## config.mk

```make
export PLATFORM = sky130hd
export DESIGN_NAME = aria_key_sched_ctrl
export DESIGN_NICKNAME = d
export VERILOG_FILES = /design/src/rtl/aria_key_sched_ctrl.sv
export SDC_FILE = /design/constraint.sdc
export NUM_CORES = 1
export LEC_CHECK = 0
export ABC_AREA = 1
export BUFFER_PORTS_ARGS = -buffer_cell sky130_fd_sc_hd__buf_4
export CAP_MARGIN = 40
export CELL_PAD_IN_SITES_DETAIL_PLACEMENT = 1
export CELL_PAD_IN_SITES_GLOBAL_PLACEMENT = 1
export CORE_UTILIZATION = 35
export DETAILED_ROUTE_END_ITERATION = 12
export PLACE_DENSITY_LB_ADDON = 0.1
export SYNTH_ARGS = -nofsm -noshare
export SYNTH_HDL_FRONTEND = slang
export SYNTH_SLANG_ARGS = --single-unit
```

## constraint.sdc

```tcl
create_clock -name clk -period 2.2 [get_ports clk]
set_input_delay 0.11 -clock clk [delete_from_list [all_inputs] [get_ports clk]]
set_output_delay 0.11 -clock clk [all_outputs]
set_load 0.05 [all_outputs]
```

## src/rtl/aria_key_sched_ctrl.sv

```systemverilog
// ARIA key-schedule sequencer: runs the W-expansion steps, then streams round keys in consumption order.
// Latency: first wr_en the cycle after the final w_ack; valid one cycle after issue. Stalled keys are replayed.
module aria_key_sched_ctrl #(
    parameter int ADDR_W  = 5,
    parameter int N_WSTEP = 3
) (
    input  logic              clk,
    input  logic              rst,
    input  logic              start,
    input  logic [1:0]        aria_mode,
    input  logic              decrypt,
    output logic              w_req,
    output logic [1:0]        w_idx,
    input  logic              w_ack,
    input  logic              rk_ready,
    output logic [ADDR_W-1:0] addr,
    output logic              wr_en,
    output logic              enc_round,
    output logic              dec_round,
    output logic              addr_last,
    output logic              addr_zero,
    output logic              rk_valid,
    output logic [4:0]        rk_num,
    output logic              busy,
    output logic              done
);

    typedef enum logic [2:0] {IDLE, WREQ, WWAIT, GEN, FIN} state_t;

    localparam logic [1:0] LAST_STEP = 2'(N_WSTEP - 1);

    state_t     state;
    logic [1:0] step;
    logic [4:0] nxt;
    logic [4:0] last_q;
    logic       dec_q;

    logic       in_gen;
    logic       replay;
    logic       final_acc;
    logic       issue_new;
    logic [4:0] issue_idx;
    logic [4:0] map_idx;

    // The generator clobbers rkey whenever wr_en is low, so a stalled key must be re-issued.
    assign in_gen    = (state == GEN);
    assign replay    = in_gen & rk_valid & ~rk_ready;
    assign final_acc = in_gen & rk_valid & rk_ready & (rk_num == last_q);
    assign issue_new = in_gen & ~replay & ~final_acc & (nxt <= last_q);
    assign wr_en     = replay | issue_new;
    assign issue_idx = replay ? rk_num : nxt;
    assign map_idx   = dec_q ? (last_q - issue_idx) : issue_idx;
    assign addr      = wr_en ? ADDR_W'(map_idx) : '0;
    assign addr_last = wr_en & (map_idx == last_q);
    assign addr_zero = wr_en & (map_idx == 5'd0);
    assign enc_round = in_gen & ~dec_q;
    assign dec_round = in_gen & dec_q;

    always_ff @(posedge clk) begin
        if (rst) begin
            state    <= IDLE;
            step     <= '0;
            nxt      <= '0;
            last_q   <= '0;
            dec_q    <= 1'b0;
            w_req    <= 1'b0;
            w_idx    <= '0;
            rk_valid <= 1'b0;
            rk_num   <= '0;
            busy     <= 1'b0;
            done     <= 1'b0;
        end else begin
            rk_valid <= wr_en;
            rk_num   <= wr_en ? issue_idx : rk_num;
            w_req    <= 1'b0;
            done     <= 1'b0;
            case (state)
                IDLE: begin
                    if (start) begin
                        case (aria_mode)
                            2'b00:   last_q <= 5'd12;
                            2'b01:   last_q <= 5'd14;
                            default: last_q <= 5'd16;
                        endcase
                        dec_q <= decrypt;
                        step  <= '0;
                        nxt   <= '0;
                        w_idx <= '0;
                        w_req <= 1'b1;
                        busy  <= 1'b1;
                        state <= WREQ;
                    end
                end
                WREQ: state <= WWAIT;
                WWAIT: begin
                    if (w_ack) begin
                        if (step < LAST_STEP) begin
                            step  <= step + 2'd1;
                            w_idx <= step + 2'd1;
                            w_req <= 1'b1;
                            state <= WREQ;
                        end else begin
                            nxt   <= '0;
                            state <= GEN;
                        end
                    end
                end
                GEN: begin
                    if (issue_new)
                        nxt <= nxt + 5'd1;
                    if (final_acc) begin
                        done  <= 1'b1;
                        state <= FIN;
                    end
                end
                FIN: begin
                    busy  <= 1'b0;
                    state <= IDLE;
                end
                default: state <= IDLE;
            endcase
        end
    end

endmodule

```

==> results of run 1 <==
## layout make-up
class,instances,share of cell area
timing repair buffer,71,0.234
clock inverter,1,0.00198
tap,50,0.0248
multi-input combinational,174,0.474
clock buffer,3,0.0164
inverter,37,0.0620
sequential,23,0.188
## power by group through the flow
stage | registers [mW] | clock network (mW) | logic [mW]
floorplan | 0.575 | 0 | 0.384
CTS | 0.502 | 0.280 | 0.722
global route | 0.512 | 0.303 | 0.966
finish | 0.507 | 0.288 | 0.901
global placement | 0.506 | 0 | 0.670
detailed placement | 0.509 | 0 | 0.683
## synthesized netlist by cell type, types with 2 or more instances
library cell,count,area [um^2]
nor2_1,28,105
dfxtp_1,23,460
nand2_1,47,176
o21ai_1,2,10.0
nor2_2,2,12.5
a21oi_1,17,85.1
inv_2,3,11.3
a211oi_1,6,45.0
nand3_2,5,50.1
nor3_1,3,15.0
ha_1,7,87.6
nand4_1,4,25.0
xor2_1,4,35.0
nand3_1,22,110
o21ai_0,6,30.0
nand2_2,8,50.1
o31ai_1,2,15.0
clkbuf_1,3,11.3
inv_1,34,128
## registers in the layout, indices dropped and copies added (netlist names)
signal and flops:
done 1, step 2, rk_valid 1, rk_num 5
state 3, dec_q 1, last_q 3, w_req 1
nxt 5, busy 1
## how the worst min path moves through the flow
stage,endpoint,slack (ps),from
3_3_place_gp,dec_q,410,decrypt
5_1_grt,rk_valid,150,rst
4_1_cts,dec_q,120,decrypt
2_1_floorplan,dec_q,300,decrypt
3_5_place_dp,dec_q,400,decrypt
6_report,rk_valid,130,rst
## stage by stage
stage / hold slack (ps) / util / instance area [um^2]
6_report: 133 / 0.609 / 2520
5_1_grt: 150 / 0.609 / 2520
4_1_cts: 117 / 0.559 / 2320
3_5_place_dp: 400 / 0.514 / 2130
3_3_place_gp: 410 / 0.514 / 2130
2_1_floorplan: 303 / - / 1650
## routing by layer
| layer | vias up | track usage |
|---|---|---|
| met5 | - | 0 |
| met4 | 0 | 0.0434 |
| met3 | 21 | 0.0428 |
| met2 | 55 | 0.411 |
| met1 | 925 | 0.315 |
| li1 | 918 | - |
## timing repair
action,in CTS,in global routing
resized for setup,27,38
endpoints found under the setup margin,6,11
pin swaps,23,14
buffers inserted,6,9
## cells by family after synthesis
kind of cell | Yosys count
AND/OR/NAND/NOR | 125
buffers and inverters | 40
AO/OA/AOI/OAI | 37
flip-flops | 23
adder cells (fa/ha/maj) | 7
XOR/XNOR | 5
## worst max-delay path, stage by stage (launching register included)
cell,delay (ps)
dfxtp_2,360
nand2_4,60
nor2_4,150
nand3_4,130
buf_6,140
nand2_2,50
nand3_2,100
nand2_2,100
inv_2,50
ha_4,160
inv_4,60
nand2_4,50
nand2_1,80
nand2_1,80
nand2_2,80
nand2_4,80
nor2_2,150
nand2_1,80
nand2_2,90
nand3_2,90
nor2_4,100
buf_8,150
==> results by group, run 1 <==
STA
  • RSZ-0062 raised after global routing: true
  • Setup TNS Final: -2210 ps
  • Crit path time final: 2760 ps
  • Period utilization: 1.26
  • Slew Viols, Final: 0
  • Setup violators final: 7
  • Final Skew: 2.05 ps
  • Worst-Margin Slew: 395 ps
  • Final Worst Setup Slack: -564 ps
  • Slew headroom: 0.736
  • Max Fclk: 362 MHz
  • Endpoints failing hold: 0

Placed design
  • Detail Placement HPWL: 4.05 mm
  • Placer Congestion: 0.794
  • I/O Buffers: 28
  • Dpl ws: -159 ps
  • Placed Cells: 341

Floorplan
  • Die X: 68.9 um
  • Die area: 4740 um^2
  • Die H: 68.9 um
  • Rows: 23
  • Starting Density: 0.378
  • Core area: 4140 um^2
  • IO Pins: 29

Setup path
  • CP Capture Point: addr_last
  • Worst Setup SP: state[0]
  • Worst setup SP type: flop
  • Crit end category: output port
  • Maximum fanout along the worst path: 5
  • Worst reg-to-reg setup slack: 40 ps
  • FF-to-FF End: nxt[3]
  • CP required: 2090 ps
  • Arrival time at the worst endpoint: 2650 ps
  • Worst R2R Path Depth: 13
  • Setup CP Type: flop to output port
  • Critical R2R Launch: last_q[4]

Synthesis
  • Mean Syn Cell Area: 6.60 um^2
  • Largest family of logic cells by synthesized area: simple AND/OR/NAND/NOR gates
  • Mapped cell area: 1570 um^2
  • Sequential share of the synthesized area: 0.294
  • Asr flop ratio synth: 0
  • Main synth FF type: dfxtp_1
  • Flops & latches, synth: 23
  • Cell variety after synth: 30
  • Adder-Cell Fraction of Synth Area: 0.0560
  • Post-synth EDFFs: 0
  • Xor and xnor fraction of the mapped netlist area: 0.0280
  • Mapped Nets: 252
  • Simple-Gate Fraction of Synth Area: 0.386
  • Cells after synthesis: 237
  • Mux contribution to synthesized area: 0
  • Yosys warning count: 0
  • Post-synthesis compound-gate area fraction: 0.140

CTS
  • Cts hold-fix bufs: 0
  • Worst skew pair latency: 280 ps
  • H-Tree Depth: 1
  • Total CTS buffers: 3
  • Bufs on Longest Clock Path: 2
  • CTS tree: done
  • Root buffer cell: clkbuf_8
  • CTS Sinks: 23
  • Clk slew on worst S/H paths: 90 ps

Global route
  • GRT Overall Usage: 0.240
  • Largest net degree at the start of global routing: 17
  • Initial antenna violation count: 0
  • First-pass GRT wire length: 8.20 mm
  • Vias in the first global route: 1,746
  • Grt ovf: 0

Cells and area
  • NumNets Final: 325
  • Area of the multi-input gates: 1190 um^2
  • Most frequent cells in the layout: buf_4, nand2_1, inv_1
  • Share of layout cells above drive strength 1: 0.466
  • Final instance count without filler cells: 359
  • Reg area: 473 um^2
  • Ant. Diodes: 0
  • Commonest non-fill, non-tap cell in the layout: buf_4
  • Fill count: 535
  • Area grow syn2layout: 61.2%

Routing
  • Metal-1 WL: 2.77 mm
  • DR iter-0 viols: 86
  • Drt pass-1 iters: 4
  • Wire length per cell: 18.5 um
  • Vias post-DR: 1,919
  • Post-route ant nets: 0
  • # DRC: 0
  • Vias per std cell: 5.35
  • Wire length on met2: 3.37 mm
  • Met3 WL: 284 um
  • Top Metal Used: met4
  • Final WL: 6.64 mm

Pwr
  • Switching part of the total: 0.451
  • Int Power: 0.930 mW
  • Leak: 1.17 nW
  • Switching power: 0.765 mW
  • Clk pwr share: 0.170
  • Total power: 1.70 mW
  • Sequential share of power: 0.299
  • Logic pwr share: 0.531
  • PwrDens: 672 nW/um^2
  • Maximum VDD drop: 0.000399 V

Run status
  • Status: finished with violations
  • Failing checks: setup timing

Flow run
  • Max cap viols: 0

Min path
  • HP Class: input pin to flop
  • Hold path depth: 2
Note: power is estimated with default switching activity, not from simulation.
==> run 2, diff against run 1 <==
--- a/config.mk
+++ b/config.mk
@@ -10,6 +10,7 @@
 export CAP_MARGIN = 40
 export CELL_PAD_IN_SITES_DETAIL_PLACEMENT = 1
 export CELL_PAD_IN_SITES_GLOBAL_PLACEMENT = 1
+export CORE_MARGIN = 5
 export CORE_UTILIZATION = 35
 export DETAILED_ROUTE_END_ITERATION = 12
 export PLACE_DENSITY_LB_ADDON = 0.1
==> results by group, run 2 (synthesis gave the netlist of run 1 again) <==
Run status
  • Status: finished with violations
  • Failing checks: setup timing

Setup path
  • Critical-path cell list: nand2_4 -> nor2_4 -> nand3_4 -> nand2_2 -> nand3_2 -> buf_4 -> buf_4 -> buf_4 -> nand2_1 -> nand3_1 -> nand3_1 -> nand3_2 -> nand2_1 -> nand2_1 -> nand2_1 -> nand3_2 -> nor2_4 -> buf_6
  • Worst Setup SP: state[0]
  • Crit path max-delay cell type: dfxtp_2
  • Arrival time at the worst endpoint: 2420 ps (-230 ps)
  • CP peak stage delay: 360 ps (about the same)
  • CP most frequent cell: nand2_1
  • Maximum fanout along the worst path: 5 (unchanged)
  • CP required: 2090 ps (about the same)
  • Crit end category: output port
  • Critical R2R Launch: state[2]
  • Setup CP Type: flop to output port
  • Worst setup SP type: flop

STA
  • Slew Viols, Final: 0 (unchanged)
  • Worst-Margin Slew: 333 ps (-62.3 ps)
  • Max Fclk: 396 MHz (+9.4%)
  • Setup violators final: 5 (-2)
  • Period utilization: 1.15 (-0.108)
  • Final Worst Setup Slack: -327 ps (+237 ps)
  • Crit path time final: 2530 ps (-237 ps)
  • RSZ-0062 raised after global routing: true
  • Slew headroom: 0.778 (+0.0416)
  • Final Skew: 3.34 ps (+1.29 ps)
  • Endpoints failing hold: 0 (unchanged)

CTS
  • CTS tree: done
  • Clk slew on worst S/H paths: 90 ps (about the same)
  • Bufs on Longest Clock Path: 2 (unchanged)
  • Total CTS buffers: 3 (unchanged)
  • Root buffer cell: clkbuf_8
  • Worst skew pair latency: 270 ps (about the same)
  • CTS Sinks: 23 (unchanged)
  • H-Tree Depth: 1 (unchanged)

Placed design
  • Dpl ws: -109 ps (+50.1 ps)
  • Detail Placement HPWL: 4.28 mm (+5.6%)
  • Placed cell areas: 2130 um^2 (+0.12%)
  • Placer Congestion: 0.825 (+4.0%)
  • I/O Buffers: 28 (unchanged)

Cells and area
  • NumNets Final: 315 (-3.1%)
  • Area grow syn2layout: 46.5%
  • Util after Layout: 0.527 (-0.0820)
  • Commonest non-fill, non-tap cell in the layout: buf_4
  • Final instance area: 2290 um^2 (-9.1%)
  • Share of layout cells above drive strength 1: 0.388 (-0.0781)
  • Ant. Diodes: 0 (unchanged)
  • Most frequent cells in the layout: buf_4, nand2_1, inv_1
  • Biggest regs: nxt (5), rk_num (5)

Routing
  • DR iter-0 viols: 49 (-43%)
  • Drt pass-1 iters: 4 (unchanged)
  • Post-route ant nets: 0 (unchanged)
  • Wire length per cell: 15.6 um (-16%)
  • # DRC: 0 (unchanged)
  • Vias post-DR: 1,797 (-6.4%)
  • Vias per std cell: 5.12 (-4.2%)
  • Final WL: 5.47 mm (-18%)

Floorplan
  • Starting Density: 0.359 (-0.0182)
  • Die X: 76.9 um (+12%)
  • IO Pins: 29 (unchanged)
  • Rows: 24 (+4.3%)
  • Die area: 5910 um^2 (+25%)
  • Die H: 76.9 um (+12%)
  • Core area: 4350 um^2 (+5.1%)

Global route
  • Initial antenna violation count: 0 (unchanged)
  • GRT Overall Usage: 0.189 (-0.0510)
  • Vias in the first global route: 1,989 (+14%)
  • Grt ovf: 0 (unchanged)
  • First-pass GRT wire length: 9.23 mm (+12%)
  • Largest net degree at the start of global routing: 17 (unchanged)

Pwr
  • PwrDens: 652 nW/um^2 (-2.9%)
  • Maximum VDD drop: 0.000453 V (+13%)
  • Leak: 1.09 nW (-6.9%)

Min path
  • Hold path startpoint: rst
  • HP Class: input pin to flop

Flow run
  • Max cap viols: 0 (unchanged)
-- run 2: cell types whose count changed in the layout (fill, tap and decap cells not counted), moves of 3 or more --
cell     previous run  this run
buf_4              59        54
inv_1              27        31
nand3_1            15        19
buf_6               9         6
inv_2               7         4
nand2_4             4         1
nand3_2            11         8
-- run 2: power breakdown --
part / internal (mW) / total (mW) / switching, mW
clock network: 0.130 / 0.274 / 0.145
logic: 0.261 / 0.724 / 0.463
registers: 0.462 / 0.498 / 0.0358
total: 0.853 / 1.50 / 0.643
-- run 2: critical path, delay by kind of cell (launching register included) --
kind | cells | cell delay, ps
AND/OR/NAND/NOR | 14 | 1250
buffers and inverters | 4 | 540
flip-flops | 1 | 360
-- run 2: path summary, 6_finish.rpt --
| path | endpoint | slack [ps] | depth (start not counted) |
|---|---|---|---|
| worst max-delay path | addr_last | -330 | 18 |
| worst min-delay path | nxt[4] | 150 | 2 |
| worst max register to register | nxt[2] | 200 | 9 |
| worst min register to register | busy | 480 | 2 |
-- run 2: what timing repair did --
action,CTS,global route
hold buffers,0,0
pin swaps,5,3
gates resized for setup,15,11
setup buffers,1,3
setup endpoints to repair,7,9
-- run 2: per-stage QoR --
stage | std cells | TNS, ps | hold slack [ps] | total power, mW
6_report | 351 | -1300 | 146 | 1.50
5_1_grt | 351 | -2520 | 151 | 1.61
4_1_cts | 348 | -1100 | 137 | 1.48
3_5_place_dp | 343 | -227 | 432 | 1.19
3_3_place_gp | 343 | 0 | 403 | 1.17
2_1_floorplan | 237 | -543 | 303 | 0.959
-- run 2: area by class of cell --
type	count	area (um^2)
timing repair buffer	61	488
clock buffer	4	45.0
inverter	37	144
multi-input combinational	174	1080
sequential	23	472
tap	52	65.1
fill	575	2060
-- run 2: metal layers --
| metal | GRT usage | share of wire | up-vias |
|---|---|---|---|
| li1 | - | - | 903 |
| met1 | 0.228 | 0.44 | 853 |
| met2 | 0.344 | 0.51 | 32 |
| met3 | 0.0246 | 0.033 | 9 |
| met4 | 0.0594 | 0.017 | 0 |
| met5 | 0 | 0 | - |
